==> src/rtl/emif_pkg.sv <==
// Shared definitions for the EMIF command generator: command pin encodings,
// FSM state type and the phase-counter width helper.
package emif_pkg;

    // {ce, ras, cas, we}, all active-low
    localparam logic [3:0] CMD_DESEL = 4'b1111;
    localparam logic [3:0] CMD_NOP   = 4'b0111;
    localparam logic [3:0] CMD_ACT   = 4'b0011;
    localparam logic [3:0] CMD_WRITE = 4'b0100;
    localparam logic [3:0] CMD_READ  = 4'b0101;
    localparam logic [3:0] CMD_PRE   = 4'b0010;

    typedef enum logic [2:0] {
        ST_IDLE,
        ST_ACT,
        ST_RCD,
        ST_CMD,
        ST_PRE,
        ST_GAP
    } state_t;

    // Bits needed to hold (largest phase length - 1) without wrapping.
    function automatic int cnt_width(input int a, input int b, input int c);
        int m;
        m = a;
        if (b > m) m = b;
        if (c > m) m = c;
        return (m < 2) ? 1 : $clog2(m);
    endfunction

endpackage

==> src/rtl/emif_cmd_gen_if.sv <==
// Host request/response channel plus the EMIF pin bundle of the command generator.
interface emif_cmd_gen_if #(
    parameter int ROW_W  = 13,
    parameter int COL_W  = 9,
    parameter int DATA_W = 16
);
    logic                   req_valid;
    logic                   req_ready;
    logic                   req_wr;
    logic [ROW_W+COL_W-1:0] req_addr;
    logic [DATA_W-1:0]      req_wdata;
    logic                   rd_valid;
    logic [DATA_W-1:0]      rd_data;
    logic                   busy;

    logic                   emif_clk;
    logic                   emif_cke;
    logic                   emif_ce;
    logic                   emif_ras;
    logic                   emif_cas;
    logic                   emif_we;
    logic [ROW_W-1:0]       emif_addr;
    logic [DATA_W-1:0]      emif_dq_o;
    logic                   emif_dq_oe;
    logic [DATA_W-1:0]      emif_dq_i;

    modport master (
        output req_valid, req_wr, req_addr, req_wdata, emif_dq_i,
        input  req_ready, rd_valid, rd_data, busy,
        input  emif_clk, emif_cke, emif_ce, emif_ras, emif_cas, emif_we,
        input  emif_addr, emif_dq_o, emif_dq_oe
    );

    modport slave (
        input  req_valid, req_wr, req_addr, req_wdata, emif_dq_i,
        output req_ready, rd_valid, rd_data, busy,
        output emif_clk, emif_cke, emif_ce, emif_ras, emif_cas, emif_we,
        output emif_addr, emif_dq_o, emif_dq_oe
    );

endinterface

==> src/rtl/emif_clk_div.sv <==
// Free-running EMIF clock divider and clock-enable generator; runs
// independently of the command FSM.
module emif_clk_div
    import emif_pkg::*;
#(
    parameter int CLK_HALF = 2
) (
    input  logic clk,
    input  logic rst_n,
    output logic emif_clk,
    output logic emif_cke
);

    localparam int DIV_W = cnt_width(CLK_HALF, 1, 1);

    logic [DIV_W-1:0] div_cnt_q, div_cnt_d;
    logic             emif_clk_q, emif_clk_d;
    logic             emif_cke_q;

    always_comb begin
        div_cnt_d  = div_cnt_q + DIV_W'(1);
        emif_clk_d = emif_clk_q;
        if (div_cnt_q == DIV_W'(CLK_HALF - 1)) begin
            div_cnt_d  = '0;
            emif_clk_d = ~emif_clk_q;
        end
    end

    // cke rises on the first edge after reset release and stays high.
    always_ff @(posedge clk or negedge rst_n) begin
        if (!rst_n) begin
            div_cnt_q  <= '0;
            emif_clk_q <= 1'b1;
            emif_cke_q <= 1'b0;
        end else begin
            div_cnt_q  <= div_cnt_d;
            emif_clk_q <= emif_clk_d;
            emif_cke_q <= 1'b1;
        end
    end

    assign emif_clk = emif_clk_q;
    assign emif_cke = emif_cke_q;

endmodule

==> src/rtl/emif_cmd_gen.sv <==
// EMIF initiator: turns one host read/write into ACT / NOP / READ|WRITE / PRE
// followed by a deselect gap. All pin outputs are registered.
module emif_cmd_gen
    import emif_pkg::*;
#(
    parameter int ROW_W    = 13,
    parameter int COL_W    = 9,
    parameter int DATA_W   = 16,
    parameter int T_RCD    = 4,
    parameter int T_CMD    = 6,
    parameter int CAS_LAT  = 6,
    parameter int T_IDLE   = 60,
    parameter int CLK_HALF = 2
) (
    input logic           clk,
    input logic           rst_n,
    emif_cmd_gen_if.slave bus
);

    localparam int ADDR_W = ROW_W + COL_W;
    localparam int CNT_W  = cnt_width(T_RCD, T_CMD, T_IDLE);
    localparam logic [ROW_W-1:0] PRE_ADDR = ROW_W'(1) << 10;

    state_t            state_q, state_d;
    logic [CNT_W-1:0]  cnt_q, cnt_d;
    logic              wr_q, wr_d;
    logic [ADDR_W-1:0] addr_q, addr_d;
    logic [DATA_W-1:0] wdata_q, wdata_d;

    logic [3:0]        cmd_q, cmd_d;
    logic [ROW_W-1:0]  emif_addr_q, emif_addr_d;
    logic [DATA_W-1:0] dq_o_q, dq_o_d;
    logic              dq_oe_q, dq_oe_d;
    logic              ready_q, ready_d;
    logic              rd_valid_q, rd_valid_d;
    logic [DATA_W-1:0] rd_data_q, rd_data_d;
    logic              accept;

    assign accept = bus.req_valid && ready_q;

    always_ff @(posedge clk or negedge rst_n) begin
        if (!rst_n) begin
            state_q <= ST_IDLE;
            cnt_q   <= '0;
            wr_q    <= 1'b0;
            addr_q  <= '0;
            wdata_q <= '0;
        end else begin
            state_q <= state_d;
            cnt_q   <= cnt_d;
            wr_q    <= wr_d;
            addr_q  <= addr_d;
            wdata_q <= wdata_d;
        end
    end

    // The phase counter is reloaded on entry to every timed state and exits at zero.
    always_comb begin
        state_d = state_q;
        cnt_d   = cnt_q;
        wr_d    = wr_q;
        addr_d  = addr_q;
        wdata_d = wdata_q;
        case (state_q)
            ST_IDLE: begin
                if (accept) begin
                    state_d = ST_ACT;
                    wr_d    = bus.req_wr;
                    addr_d  = bus.req_addr;
                    wdata_d = bus.req_wdata;
                end
            end
            ST_ACT: begin
                state_d = ST_RCD;
                cnt_d   = CNT_W'(T_RCD - 2);
            end
            ST_RCD: begin
                if (cnt_q == '0) begin
                    state_d = ST_CMD;
                    cnt_d   = CNT_W'(T_CMD - 1);
                end else begin
                    cnt_d = cnt_q - CNT_W'(1);
                end
            end
            ST_CMD: begin
                if (cnt_q == '0) state_d = ST_PRE;
                else             cnt_d   = cnt_q - CNT_W'(1);
            end
            ST_PRE: begin
                state_d = ST_GAP;
                cnt_d   = CNT_W'(T_IDLE - 1);
            end
            ST_GAP: begin
                if (cnt_q == '0) state_d = ST_IDLE;
                else             cnt_d   = cnt_q - CNT_W'(1);
            end
            default: state_d = ST_IDLE;
        endcase
    end

    // Pins are decoded from the next state so they appear in the cycle the state begins.
    always_comb begin
        cmd_d       = CMD_DESEL;
        emif_addr_d = '0;
        dq_o_d      = '0;
        dq_oe_d     = 1'b0;
        ready_d     = (state_d == ST_IDLE);
        rd_valid_d  = 1'b0;
        rd_data_d   = rd_data_q;
        case (state_d)
            ST_ACT: begin
                cmd_d       = CMD_ACT;
                emif_addr_d = addr_d[ADDR_W-1:COL_W];
            end
            ST_RCD: cmd_d = CMD_NOP;
            ST_CMD: begin
                cmd_d       = wr_d ? CMD_WRITE : CMD_READ;
                emif_addr_d = ROW_W'(addr_d[COL_W-1:0]);
                if (wr_d) begin
                    dq_oe_d = 1'b1;
                    dq_o_d  = wdata_d;
                end
            end
            ST_PRE: begin
                cmd_d       = CMD_PRE;
                emif_addr_d = PRE_ADDR;
            end
            default: ;
        endcase
        if (state_q == ST_CMD && !wr_q && cnt_q == CNT_W'(T_CMD - CAS_LAT)) begin
            rd_valid_d = 1'b1;
            rd_data_d  = bus.emif_dq_i;
        end
    end

    always_ff @(posedge clk or negedge rst_n) begin
        if (!rst_n) begin
            cmd_q       <= CMD_DESEL;
            emif_addr_q <= '0;
            dq_o_q      <= '0;
            dq_oe_q     <= 1'b0;
            ready_q     <= 1'b0;
            rd_valid_q  <= 1'b0;
            rd_data_q   <= '0;
        end else begin
            cmd_q       <= cmd_d;
            emif_addr_q <= emif_addr_d;
            dq_o_q      <= dq_o_d;
            dq_oe_q     <= dq_oe_d;
            ready_q     <= ready_d;
            rd_valid_q  <= rd_valid_d;
            rd_data_q   <= rd_data_d;
        end
    end

    assign {bus.emif_ce, bus.emif_ras, bus.emif_cas, bus.emif_we} = cmd_q;
    assign bus.emif_addr  = emif_addr_q;
    assign bus.emif_dq_o  = dq_o_q;
    assign bus.emif_dq_oe = dq_oe_q;
    assign bus.req_ready  = ready_q;
    assign bus.rd_valid   = rd_valid_q;
    assign bus.rd_data    = rd_data_q;
    assign bus.busy       = (state_q != ST_IDLE);

    emif_clk_div #(
        .CLK_HALF (CLK_HALF)
    ) u_clk_div (
        .clk      (clk),
        .rst_n    (rst_n),
        .emif_clk (bus.emif_clk),
        .emif_cke (bus.emif_cke)
    );

endmodule

==> src/flat_wrapper.sv <==
// flat-port wrapper written by rule: the top's interface ports become plain ports
module emif_cmd_gen_flat import emif_pkg::*;
#(
    parameter int ROW_W    = 13,
    parameter int COL_W    = 9,
    parameter int DATA_W   = 16,
    parameter int T_RCD    = 4,
    parameter int T_CMD    = 6,
    parameter int CAS_LAT  = 6,
    parameter int T_IDLE   = 60,
    parameter int CLK_HALF = 2
)
  (clk, rst_n, bus_req_valid, bus_req_wr, bus_req_addr, bus_req_wdata, bus_emif_dq_i, bus_req_ready, bus_rd_valid, bus_rd_data, bus_busy, bus_emif_clk, bus_emif_cke, bus_emif_ce, bus_emif_ras, bus_emif_cas, bus_emif_we, bus_emif_addr, bus_emif_dq_o, bus_emif_dq_oe);
  emif_cmd_gen_if #(.ROW_W(ROW_W), .COL_W(COL_W), .DATA_W(DATA_W)) bus_i ();
  input logic clk;
  input logic rst_n;
  input wire logic [$bits(bus_i.req_valid)-1:0] bus_req_valid;
  input wire logic [$bits(bus_i.req_wr)-1:0] bus_req_wr;
  input wire logic [$bits(bus_i.req_addr)-1:0] bus_req_addr;
  input wire logic [$bits(bus_i.req_wdata)-1:0] bus_req_wdata;
  input wire logic [$bits(bus_i.emif_dq_i)-1:0] bus_emif_dq_i;
  output wire logic [$bits(bus_i.req_ready)-1:0] bus_req_ready;
  output wire logic [$bits(bus_i.rd_valid)-1:0] bus_rd_valid;
  output wire logic [$bits(bus_i.rd_data)-1:0] bus_rd_data;
  output wire logic [$bits(bus_i.busy)-1:0] bus_busy;
  output wire logic [$bits(bus_i.emif_clk)-1:0] bus_emif_clk;
  output wire logic [$bits(bus_i.emif_cke)-1:0] bus_emif_cke;
  output wire logic [$bits(bus_i.emif_ce)-1:0] bus_emif_ce;
  output wire logic [$bits(bus_i.emif_ras)-1:0] bus_emif_ras;
  output wire logic [$bits(bus_i.emif_cas)-1:0] bus_emif_cas;
  output wire logic [$bits(bus_i.emif_we)-1:0] bus_emif_we;
  output wire logic [$bits(bus_i.emif_addr)-1:0] bus_emif_addr;
  output wire logic [$bits(bus_i.emif_dq_o)-1:0] bus_emif_dq_o;
  output wire logic [$bits(bus_i.emif_dq_oe)-1:0] bus_emif_dq_oe;
  assign bus_i.req_valid = bus_req_valid;
  assign bus_i.req_wr = bus_req_wr;
  assign bus_i.req_addr = bus_req_addr;
  assign bus_i.req_wdata = bus_req_wdata;
  assign bus_i.emif_dq_i = bus_emif_dq_i;
  assign bus_req_ready = bus_i.req_ready;
  assign bus_rd_valid = bus_i.rd_valid;
  assign bus_rd_data = bus_i.rd_data;
  assign bus_busy = bus_i.busy;
  assign bus_emif_clk = bus_i.emif_clk;
  assign bus_emif_cke = bus_i.emif_cke;
  assign bus_emif_ce = bus_i.emif_ce;
  assign bus_emif_ras = bus_i.emif_ras;
  assign bus_emif_cas = bus_i.emif_cas;
  assign bus_emif_we = bus_i.emif_we;
  assign bus_emif_addr = bus_i.emif_addr;
  assign bus_emif_dq_o = bus_i.emif_dq_o;
  assign bus_emif_dq_oe = bus_i.emif_dq_oe;
  emif_cmd_gen #(.ROW_W(ROW_W), .COL_W(COL_W), .DATA_W(DATA_W), .T_RCD(T_RCD), .T_CMD(T_CMD), .CAS_LAT(CAS_LAT), .T_IDLE(T_IDLE), .CLK_HALF(CLK_HALF)) u_core (.clk(clk), .rst_n(rst_n), .bus(bus_i));
endmodule
==> config.mk <==
export PLATFORM = sky130hd
export DESIGN_NAME = emif_cmd_gen_flat
export DESIGN_NICKNAME = d
export VERILOG_FILES = /design/src/rtl/emif_pkg.sv /design/src/rtl/emif_cmd_gen_if.sv /design/src/rtl/emif_clk_div.sv /design/src/rtl/emif_cmd_gen.sv /design/src/flat_wrapper.sv
export SDC_FILE = /design/constraint.sdc
export NUM_CORES = 1
export LEC_CHECK = 0
export CAP_MARGIN = 20
export CORE_ASPECT_RATIO = 1.4
export CORE_MARGIN = 5
export CORE_UTILIZATION = 50
export CTS_BUF_LIST = sky130_fd_sc_hd__clkbuf_8
export CTS_CLUSTER_DIAMETER = 150
export CTS_CLUSTER_SIZE = 14
export DETAILED_ROUTE_END_ITERATION = 6
export HOLD_SLACK_MARGIN = 0.12
export PLACE_DENSITY = 0.89
export SYNTH_ARGS = -nofsm -noshare
export SYNTH_HDL_FRONTEND = slang
export SYNTH_SLANG_ARGS = --single-unit
==> constraint.sdc <==
create_clock -name clk -period 3.8 [get_ports clk]
set_input_delay 0.76 -clock clk [delete_from_list [all_inputs] [get_ports clk]]
set_output_delay 0.76 -clock clk [all_outputs]
set_load 0.01 [all_outputs]
# After elaboration in Yosys (flattened, before gate mapping)
# Index checks and enable logic that the tools add are counted.
# totals
regBits	103
output_inout_bits	55
# classes
add_sub_neg	2
n_eq_ne	10
muxes	23
bitwise	1
reduce_logical	11
# op_table
cell	n
$mux 16	4
$mux 22	2
$pmux 13 s3	1
$pmux 6 s4	1
$pmux 3 s6	1
$pmux 4 s4	1
$eq 3x2->1 const B	4
$mux 3	4
$mux 6	2
$eq 3x3->1 const B	3
$mux 1	7
$eq 3x1->1 const B	2
$logic_not 3->1	2
$logic_not 6->1	1
$sub 6x1->6 const B	1
$reduce_bool 4->1	1
$logic_and 1x1->1	3
$reduce_bool 3->1	1
$ne 2x2->1 const B	1
$reduce_and 2->1	1
$reduce_or 2->1	1
$add 1x1->1 const B	1
$logic_not 1->1	1
$not 1->1	1

# Depth between registers and ports, before layout
# Gate-level depths: netlist of run 1.
# logic_depth
word_depth	5
ltp_mapped	9
ltp_nobuf	6

# By module
# A second synthesis of run 1 with hierarchy kept.
# hier_totals
hier_cells	276
area_unflattened_um2	3578.4
# by_module_without_submodules
mod	n_inst	cells_per_inst	area_per_inst_um2	seq_area_each_um2
emif_cmd_gen	1	270	3485.8	2182.1
emif_clk_div	1	6	92.6	76.3

# Worst setup path before layout of run 1
# No wires, ideal clock.
# synth_timing
kind	reg2reg
startpoint	register u_core.cnt_q[0]
endpoint	register u_core.rd_data_q[10] (netlist: u_core.bus.rd_data[10])
t_arrival_ns	1.982
required_time_ns	3.675
path_slack_ns	1.692
stages_incl_launch_ff	10
n_path_buf	3
period_less_slack_ns	2.108
path_cell_list	dfrtp_1 inv_1 ha_1 nor2b_1 buf_4 nand3_2 or3_1 buf_6 buf_12 mux2_4
# synth_via
elab_chain_len	2
# synth_lines
element	line	text
from (decl)	emif_cmd_gen.sv:25	logic [CNT_W-1:0] cnt_q, cnt_d;
from (signal assigned)	emif_cmd_gen.sv:50	cnt_q <= cnt_d;
$logic_not 6->1	emif_cmd_gen.sv:130	if (state_q == ST_CMD && !wr_q && cnt_q == CNT_W'(T_CMD - CAS_LAT)) begin
$logic_and 1x1->1	emif_cmd_gen.sv:130	
to (signal assigned)	emif_cmd_gen.sv:152	rd_data_q <= rd_data_d;
to (decl)	emif_cmd_gen.sv:36	logic [DATA_W-1:0] rd_data_q, rd_data_d;
# No other way between the ends.
# A chain may end at the register's enable or synchronous reset.

# Final worst setup path of run 1
# layout_timing
startpoint	register u_core.cnt_q[0]
endpoint	register u_core.rd_data_q[6] (netlist: u_core.bus.rd_data[6])
# The elaborated chain is that of the path after synthesis.

==> flow_summary.toml, run 1 <==
[clock_network]
cts.sinks = 90
cts_hold_buf = 0
path_clk_slew_ns = 0.08
cts_setup_buffers = 0
clockBufferDepth = 2
cts_root_buf = "clkbuf_8"
clk_latency_ns = 0.35
ctsResizeCount = 0
cts_tree = "yes"
cts_made_buffers = 9
htreeDepth = 3

[route]
drt_iter0_markers = 142
viasPerCell = 5.38
drc = 0
wl_per_cell_um = 18.3
via_count = 2642
detail-route-antenna-nets = 0
dr.pass1.iters = 4
wirelength_mm = 8.96

[cells_and_area]
syn_to_final_growth_pct = 35.2
final_cell_area_sq_mm = 0.00515
drive_gt1_share_pct = 19.3
final_net_count = 449
utilization_pct = 69.5
finalNonFillerCells = 491
final.fill_count = 514
antennaDiodeCount = 0

[placement]
placed_area_sq_mm = 0.00492
dpl.cell_count = 475
port_buffers = 112
dp_hpwl_mm = 6.71
gp_congestion = 0.866

[synth]
yosys.cell_types.count = 52
ys.flop_type = "dfrtp_1"
synth_cells = 280
ys_async_sr_fraction_pct = 100
synth_area_sq_mm = 0.00381
syn_avg_cell_area_sq_um = 13.6
synth_seq_cells = 90
ys_warn_count = 0
synth_edf_count = 0
syn_nets = 340
ys_seq_area_share_pct = 59.3

[setup_path]
regToRegSetupSlack_ns = 0.97
worst-path-stages = 6
cp_top_family = "simple AND/OR/NAND/NOR gates"
crit_end = "u_core.bus.rd_data[6]"
path_buf_inv = 1
r2r_cells = 6
max_stage_delay_ns = 0.77
crit_path_max_fanout = 17
cp_cell_sequence = "inv_1, ha_1, nor2b_1, nand3_2, or3_1, mux2_4"
crit_type = "reg2reg"
cp-end-kind = "flip-flop"
rr_startpoint = "u_core.cnt_q[0]"
crit_required_ns = 4.03
critical_path.startpoint = "u_core.cnt_q[0]"
crit_slowest_cell = "or3_1"
worst_ep_arrival_time_ns = 3.06
rr_endpoint = "u_core.bus.rd_data[6]"
cp-start-kind = "flip-flop"

[timing]
setup_tns_ns = 0
period_share_pct = 74.6
skew_ns = 0.0106
hold_viol = 0
worst_slew_pin_slew_ns = 0.973
setup_viol = 0
min_period_ns = 2.83
holdWs_ns = 0.335
clock.fmax_ghz = 0.353
grt_setup_unrepaired = "false"
slew_viol_final = 0
slew_headroom_pct = 35.1

[pwr]
p_leak_nw = 2.27
power.density_mw_per_mm2 = 765
peakVddDrop_mv = 0.468

[global_routing]
grt_pass1_wl_mm = 14.5
busiest_layer = "met2"
met1_usage_pct = 22.4
grt_overflow = 0
first_global_vias = 2845
grt_use_met2_pct = 34.3
grtUsageMet3_pct = 4.66
globalRouteTotalUtil_pct = 19.5
grt_antenna_before_repair = 0
grt_max_degree = 40

[job]
maxCapViolCount = 0

[floorplanning]
start_util_pct = 51.4
die_x_um = 83.8
die_area_sq_mm = 0.00949
coreArea_sq_mm = 0.00741
die_y_um = 113
io_pins = 113
rows = 37

[min_path]
hold_class = "in2async"

[outcome]
status = "complete, no violations"
[state kept, by name, summed over array words and instances, names as in the netlist, 3 cells and up]
register	flops
u_core.bus.emif_dq_o	16
u_core.wdata_q	16
u_core.state_q	3
u_core.bus.emif_addr	13
u_core.bus.rd_data	16
u_core.cnt_q	6
u_core.cmd_q	4
u_core.addr_q	9
[worst min-delay path by stage]
stage,slack (ns),end,start
after global routing,0.34,u_core.state_q[0],rst_n
after floorplan,0.40,u_core.u_clk_div.emif_clk,u_core.u_clk_div.div_cnt_q
after global placement,0.42,u_core.u_clk_div.emif_clk,u_core.u_clk_div.div_cnt_q
final,0.34,u_core.bus.rd_data[0],rst_n
after detailed placement,0.43,u_core.u_clk_div.emif_clk,u_core.u_clk_div.div_cnt_q
after CTS,0.33,u_core.bus.rd_data[3],rst_n
[cells in the final DEF (no fill, tap or decap), types with 7 or more instances in the layout]
cell / synthesis / layout
mux2_4: 16 / 16
a22o_1: 11 / 11
nor2b_1: 16 / 16
nand2_1: 8 / 8
a21oi_1: 7 / 7
clkbuf_8: 0 / 11
mux2_2: 24 / 24
inv_1: 11 / 12
dfrtp_1: 85 / 85
clkdlybuf4s50_1: 0 / 111
[per-stage QoR]
| step | total power [mW] | worst slack, ns |
|---|---|---|
| 2_1_floorplan | 2.57 | 1.69 |
| 3_3_place_gp | 3.14 | 1.00 |
| 3_5_place_dp | 3.23 | 0.953 |
| 4_1_cts | 3.96 | 0.963 |
| 5_1_grt | 4.18 | 0.807 |
| 6_report | 3.94 | 0.966 |
[worst register-to-register path, cell delays in order (launching register included)]
cell     delay, ns
dfrtp_1       0.43
inv_1         0.11
ha_1          0.30
nor2b_1       0.51
nand3_2       0.15
or3_1         0.77
mux2_4        0.45
[final cells by class]
| cell class | count | area, sq um | share of cell area [%] |
|---|---|---|---|
| Clock inverter | 5 | 77.6 | 1.51 |
| Timing Repair Buffer | 114 | 1130 | 22.0 |
| Multi-Input combinational cell | 163 | 1370 | 26.5 |
| Inverter | 11 | 41.3 | 0.802 |
| Clock buffer | 11 | 151 | 2.94 |
| Sequential cell | 90 | 2260 | 43.8 |
| Tap cell | 97 | 121 | 2.36 |
[routing by layer]
layer | vias to the layer above | wire length [um] | part of all wire, %
li1 | 1208 | - | -
met1 | 1316 | 3420 | 38
met2 | 94 | 4810 | 54
met3 | 24 | 421 | 4.7
met4 | 0 | 317 | 3.5
met5 | - | 0 | 0
[power breakdown]
group	internal, mW	switching, mW	total (mW)
Sequential	1.33	0.211	1.54
Clock	0.404	0.318	0.722
Combinational	0.912	0.768	1.68
Total	2.64	1.30	3.94
[Yosys cell counts (4+ instances only)]
library cell | count | area share [%]
inv_1 | 11 | 1.1
a22o_1 | 11 | 2.5
dfrtp_1 | 85 | 56
mux2_2 | 24 | 7.1
and2_1 | 4 | 0.66
a21oi_1 | 7 | 0.92
a211oi_1 | 4 | 0.79
dfstp_2 | 5 | 3.4
nand2_1 | 8 | 0.79
buf_6 | 5 | 1.5
nor2b_2 | 5 | 1.1
nor2b_1 | 16 | 2.6
o21ai_0 | 5 | 0.66
nor3_1 | 5 | 0.66
clkbuf_1 | 4 | 0.39
nor2_1 | 6 | 0.59
mux2_4 | 16 | 6.3
or3_1 | 5 | 0.82
[kinds of logic (layout without fill, tap and decap cells)]
group | count (synthesis) | count (layout) | synth area share [%]
simple gates | 67 | 67 | 11.0
buf+inv | 27 | 141 | 4.80
other cells | 1 | 1 | 0.0985
fa+ha+maj | 2 | 2 | 0.657
flops | 90 | 90 | 59.3
mux | 41 | 41 | 13.7
xor+xnor | 2 | 2 | 0.460
compound gates | 50 | 50 | 9.95
No activity file was read; power rests on OpenSTA's default activity.
==> inputs of run 2 (changes only) <==
CORE_UTILIZATION = 49   (was 50)
PLACE_DENSITY = 0.88   (was 0.89)
clock period = 2.9 ns   (was 3.8 ns; I/O delays follow)
==> flow_summary.toml, run 2 (synthesis gave the netlist of run 1 again) <==
[outcome]
status = "complete, no violations"

[clock_network]
cts.sinks = 90
clk_latency_ns = 0.36
htreeDepth = 3
cts_root_buf = "clkbuf_8"
path_clk_slew_ns = 0.09
ctsResizeCount = 0
clockBufferDepth = 2
cts_setup_buffers = 0
cts_made_buffers = 9
cts_hold_buf = 0
cts_tree = "yes"

[cells_and_area]
antennaDiodeCount = 0
final_common_cell = "clkdlybuf4s50_1"
syn_to_final_growth_pct = 37.0
drive_gt1_share_pct = 20.9
final_net_count = 457
layout_common_cells = "111 x clkdlybuf4s50_1, 85 x dfrtp_1, 24 x mux2_2, 16 x nor2b_1, 16 x mux2_4"

[setup_path]
worst_ep_arrival_time_ns = 2.75
crit_path_max_fanout = 17
cp-start-kind = "flip-flop"
cp-end-kind = "flip-flop"
regToRegSetupSlack_ns = 0.40
crit_type = "reg2reg"
crit_required_ns = 3.15

[timing]
period_share_pct = 86.2
min_period_ns = 2.50
setup_viol = 0
clock.fmax_ghz = 0.400
slew_headroom_pct = 41.4
setup_tns_ns = 0
skew_ns = 0.00866
hold_viol = 0
setup_ws_ns = 0.402
worst_slew_pin_slew_ns = 0.879
slew_viol_final = 0
grt_setup_unrepaired = "false"

[floorplanning]
coreArea_sq_mm = 0.00765
die_x_um = 84.5
die_area_sq_mm = 0.00966
rows = 38
die_y_um = 114
start_util_pct = 49.8
io_pins = 113

[pwr]
power_switching_mw = 1.70
comb_power_share_pct = 44.8
internal-power_mw = 3.48
power.density_mw_per_mm2 = 992
peakVddDrop_mv = 0.738
p_leak_nw = 2.31
switching_share_pct = 32.8
p_seq_share_pct = 37.3
clockPowerShare_pct = 17.8

[global_routing]
grt_max_degree = 55
grt_antenna_before_repair = 0
first_global_vias = 2852
grt_pass1_wl_mm = 14.2
grt_overflow = 0
globalRouteTotalUtil_pct = 19.0

[route]
wirelength_mm = 8.72
detail-route-antenna-nets = 0
dr.pass1.iters = 4
via_count = 2622
wl_per_cell_um = 17.4
drc = 0
viasPerCell = 5.22
drt_iter0_markers = 130

[placement]
dp_hpwl_mm = 6.46
preCtsSetupSlack_ns = 0.425
port_buffers = 112
gp_congestion = 0.873

[min_path]
hold_class = "in2async"

[job]
maxCapViolCount = 0
## run 2: changes by cell type in the layout (fill, tap and decap cells not counted)
cell / change
buf_4: +7
clkinv_2: +1
clkbuf_8: -1
buf_12: +1
## run 2: layout make-up
type                       instances  area [sq um]
fill                             540          2440
multi-input combinational        163          1370
timing repair buffer             122          1210
inverter                          11          41.3
clock buffer                      10           138
tap                              100           125
clock inverter                     6          82.6
sequential                        90          2260
## run 2: worst max-delay path, stage by stage, from the launching register on
cell and delay, ns:
dfrtp_1 0.43, inv_1 0.12, ha_1 0.29, nor2b_1 0.27
nand3_2 0.12, or3_1 0.73, mux2_4 0.43
## run 2: per-layer routing
layer	up-vias	track usage [%]	wire length, um
li1	1225	-	-
met1	1287	21.1	3250
met5	-	0	0
met3	19	4.90	487
met4	0	8.34	232
met2	91	34.2	4750
## run 2: final timing paths
kind                                             from                         to  cells past startpoint
max                                   u_core.cnt_q[0]     u_core.bus.rd_data[12]                      6
min                                             rst_n            u_core.cnt_q[5]                      1
max reg2reg                           u_core.cnt_q[0]     u_core.bus.rd_data[12]                      6
min reg2reg                u_core.u_clk_div.div_cnt_q  u_core.u_clk_div.emif_clk                      1
max in group asynchronous                       rst_n  u_core.u_clk_div.emif_clk                      2
min in group clk           u_core.u_clk_div.div_cnt_q  u_core.u_clk_div.emif_clk                      1
## run 2: metrics by stage
stage / hold WS, ns / cell area, sq um / total power [mW] / std cells / util [%]
5_1_grt: 0.191 / 5220 / 5.50 / 502 / 68.2
6_report: 0.166 / 5220 / 5.18 / 502 / 68.2
4_1_cts: 0.176 / 5220 / 5.21 / 502 / 68.2
2_1_floorplan: 0.284 / 3810 / 3.37 / 280 / -
3_5_place_dp: 0.433 / 5000 / 4.28 / 486 / 65.3
3_3_place_gp: 0.418 / 5000 / 4.21 / 486 / 65.3
## run 2: power groups by stage
stage                     logic (mW)  clock network (mW)  registers [mW]
after floorplan                 1.31                   0            2.06
after global placement          2.27                   0            1.94
after detailed placement        2.32                   0            1.95
after CTS                       2.33               0.944            1.94
after global routing            2.52               0.999            1.98
final                           2.32               0.924            1.93
==> inputs of run 3 (changes only) <==
RECOVER_POWER = 25   (was unset)
==> flow_summary.toml, run 3 (synthesis gave the netlist of run 1 again) <==
[outcome]
status = "complete, but fails checks"
violations = "max-capacitance violations, max-slew violations"

[pwr]
power.density_mw_per_mm2 = 993
peakVddDrop_mv = 0.737
p_leak_nw = 2.31

[setup_path]
regToRegSetupSlack_ns = 0.40
r2r_cells = 6
worst_ep_arrival_time_ns = 2.75
cp-start-kind = "flip-flop"
rr_endpoint = "u_core.bus.rd_data[12]"
cp-end-kind = "flip-flop"
crit_required_ns = 3.15
rr_startpoint = "u_core.cnt_q[0]"
crit_type = "reg2reg"
crit_path_max_fanout = 17

[cells_and_area]
syn_to_final_growth_pct = 36.9
final_cell_area_sq_mm = 0.00522
layout_common_cells = "111 x clkdlybuf4s50_1, 85 x dfrtp_1, 24 x mux2_2, 16 x nor2b_1, 16 x mux2_4"
drive_gt1_share_pct = 20.4
final_common_cell = "clkdlybuf4s50_1"
antennaDiodeCount = 0
utilization_pct = 68.1
final_net_count = 457
final.fill_count = 540

[placement]
dp_hpwl_mm = 6.46
gp_congestion = 0.873
placed_area_sq_mm = 0.00500
port_buffers = 112

[timing]
min_period_ns = 2.50
worst_slew_pin_slew_ns = 2.04
setup_tns_ns = 0
grt_setup_unrepaired = "false"
slew_viol_final = 37
clock.fmax_ghz = 0.400
slew_headroom_pct = -36.1
holdWs_ns = 0.444
hold_viol = 0
skew_ns = 0.00866
period_share_pct = 86.2
setup_viol = 0

[clock_network]
cts.sinks = 90
cts_root_buf = "clkbuf_8"
path_clk_slew_ns = 0.09
clk_latency_ns = 0.36
ctsResizeCount = 0
cts_made_buffers = 9
cts_tree = "yes"
cts_setup_buffers = 0
cts_hold_buf = 0
htreeDepth = 3
clockBufferDepth = 2

[route]
dr.pass1.iters = 4
viasPerCell = 5.23
wirelength_mm = 8.73
via_count = 2624
detail-route-antenna-nets = 0
wl_per_cell_um = 17.4
drt_iter0_markers = 130
drc = 0

[floorplanning]
die_y_um = 114
die_x_um = 84.5
start_util_pct = 49.8
io_pins = 113
rows = 38
die_area_sq_mm = 0.00966
coreArea_sq_mm = 0.00765

[min_path]
min_to = "u_core.u_clk_div.div_cnt_q"
whs_path_depth = 1
hold_path_startpoint = "u_core.u_clk_div.div_cnt_q"
hold_class = "reg2reg"

[global_routing]
grt_overflow = 0
grt_antenna_before_repair = 0
first_global_vias = 2852
grt_max_degree = 55
globalRouteTotalUtil_pct = 19.0
grt_pass1_wl_mm = 14.2

[job]
maxCapViolCount = 1
-- run 3: changes by cell type in the layout (fill, tap and decap cells not counted), sizes merged --
| cell | before | now |
|---|---|---|
| clkbuf | 10 | 11 |
| buf | 11 | 10 |
-- run 3: worst max-delay path, stage by stage, from the launching register on --
cell and delay (ns):
dfrtp_1 0.43, inv_1 0.12, ha_1 0.29, nor2b_1 0.28, nand3_2 0.12, or3_1 0.73, mux2_4 0.43
-- run 3: worst max-delay path by stage --
stage	endpoint	startpoint	slack [ns]	cells past startpoint
final	u_core.bus.rd_data[12]	u_core.cnt_q[0]	0.40	6
after global routing	u_core.bus.rd_data[12]	u_core.cnt_q[0]	0.27	6
after CTS	u_core.bus.rd_data[12]	u_core.cnt_q[0]	0.40	6
after detailed placement	u_core.bus.rd_data[11]	u_core.cnt_q[0]	0.43	6
after global placement	u_core.bus.rd_data[12]	u_core.cnt_q[0]	0.43	6
after floorplan	u_core.bus.rd_data[10]	u_core.cnt_q[0]	0.79	9
-- run 3: metrics by stage --
step / total power, mW / cells / setup WS (ns)
2_1_floorplan: 3.37 / 280 / 0.792
3_3_place_gp: 4.21 / 486 / 0.428
3_5_place_dp: 4.28 / 486 / 0.425
4_1_cts: 5.21 / 502 / 0.405
5_1_grt: 5.50 / 502 / 0.266
6_report: 5.18 / 502 / 0.400
-- run 3: cell type report --
class	count	area, sq um	area share, %
Tap cell	100	125	2.40
Sequential cell	90	2260	43.3
Multi-Input combinational cell	163	1370	26.2
Timing Repair Buffer	122	1200	23.1
Clock buffer	10	138	2.64
Inverter	11	41.3	0.792
Clock inverter	6	82.6	1.58
-- run 3: power breakdown --
| part | internal [mW] | total (mW) | leakage (nW) | switching (mW) |
|---|---|---|---|---|
| combinational | 1.24 | 2.32 | 1.06 | 1.08 |
| sequential | 1.74 | 1.93 | 1.13 | 0.196 |
| clock | 0.504 | 0.924 | 0.117 | 0.420 |
| total | 3.48 | 5.18 | 2.31 | 1.70 |
-- run 3: layer usage --
metal | share of wire (%) | wire length, um | vias up | global-route usage, %
met3 | 5.6 | 487 | 19 | 4.90
met5 | 0 | 0 | - | 0
li1 | - | - | 1225 | -
met2 | 54 | 4740 | 91 | 34.2
met1 | 37 | 3260 | 1289 | 21.1
met4 | 2.7 | 232 | 0 | 8.34
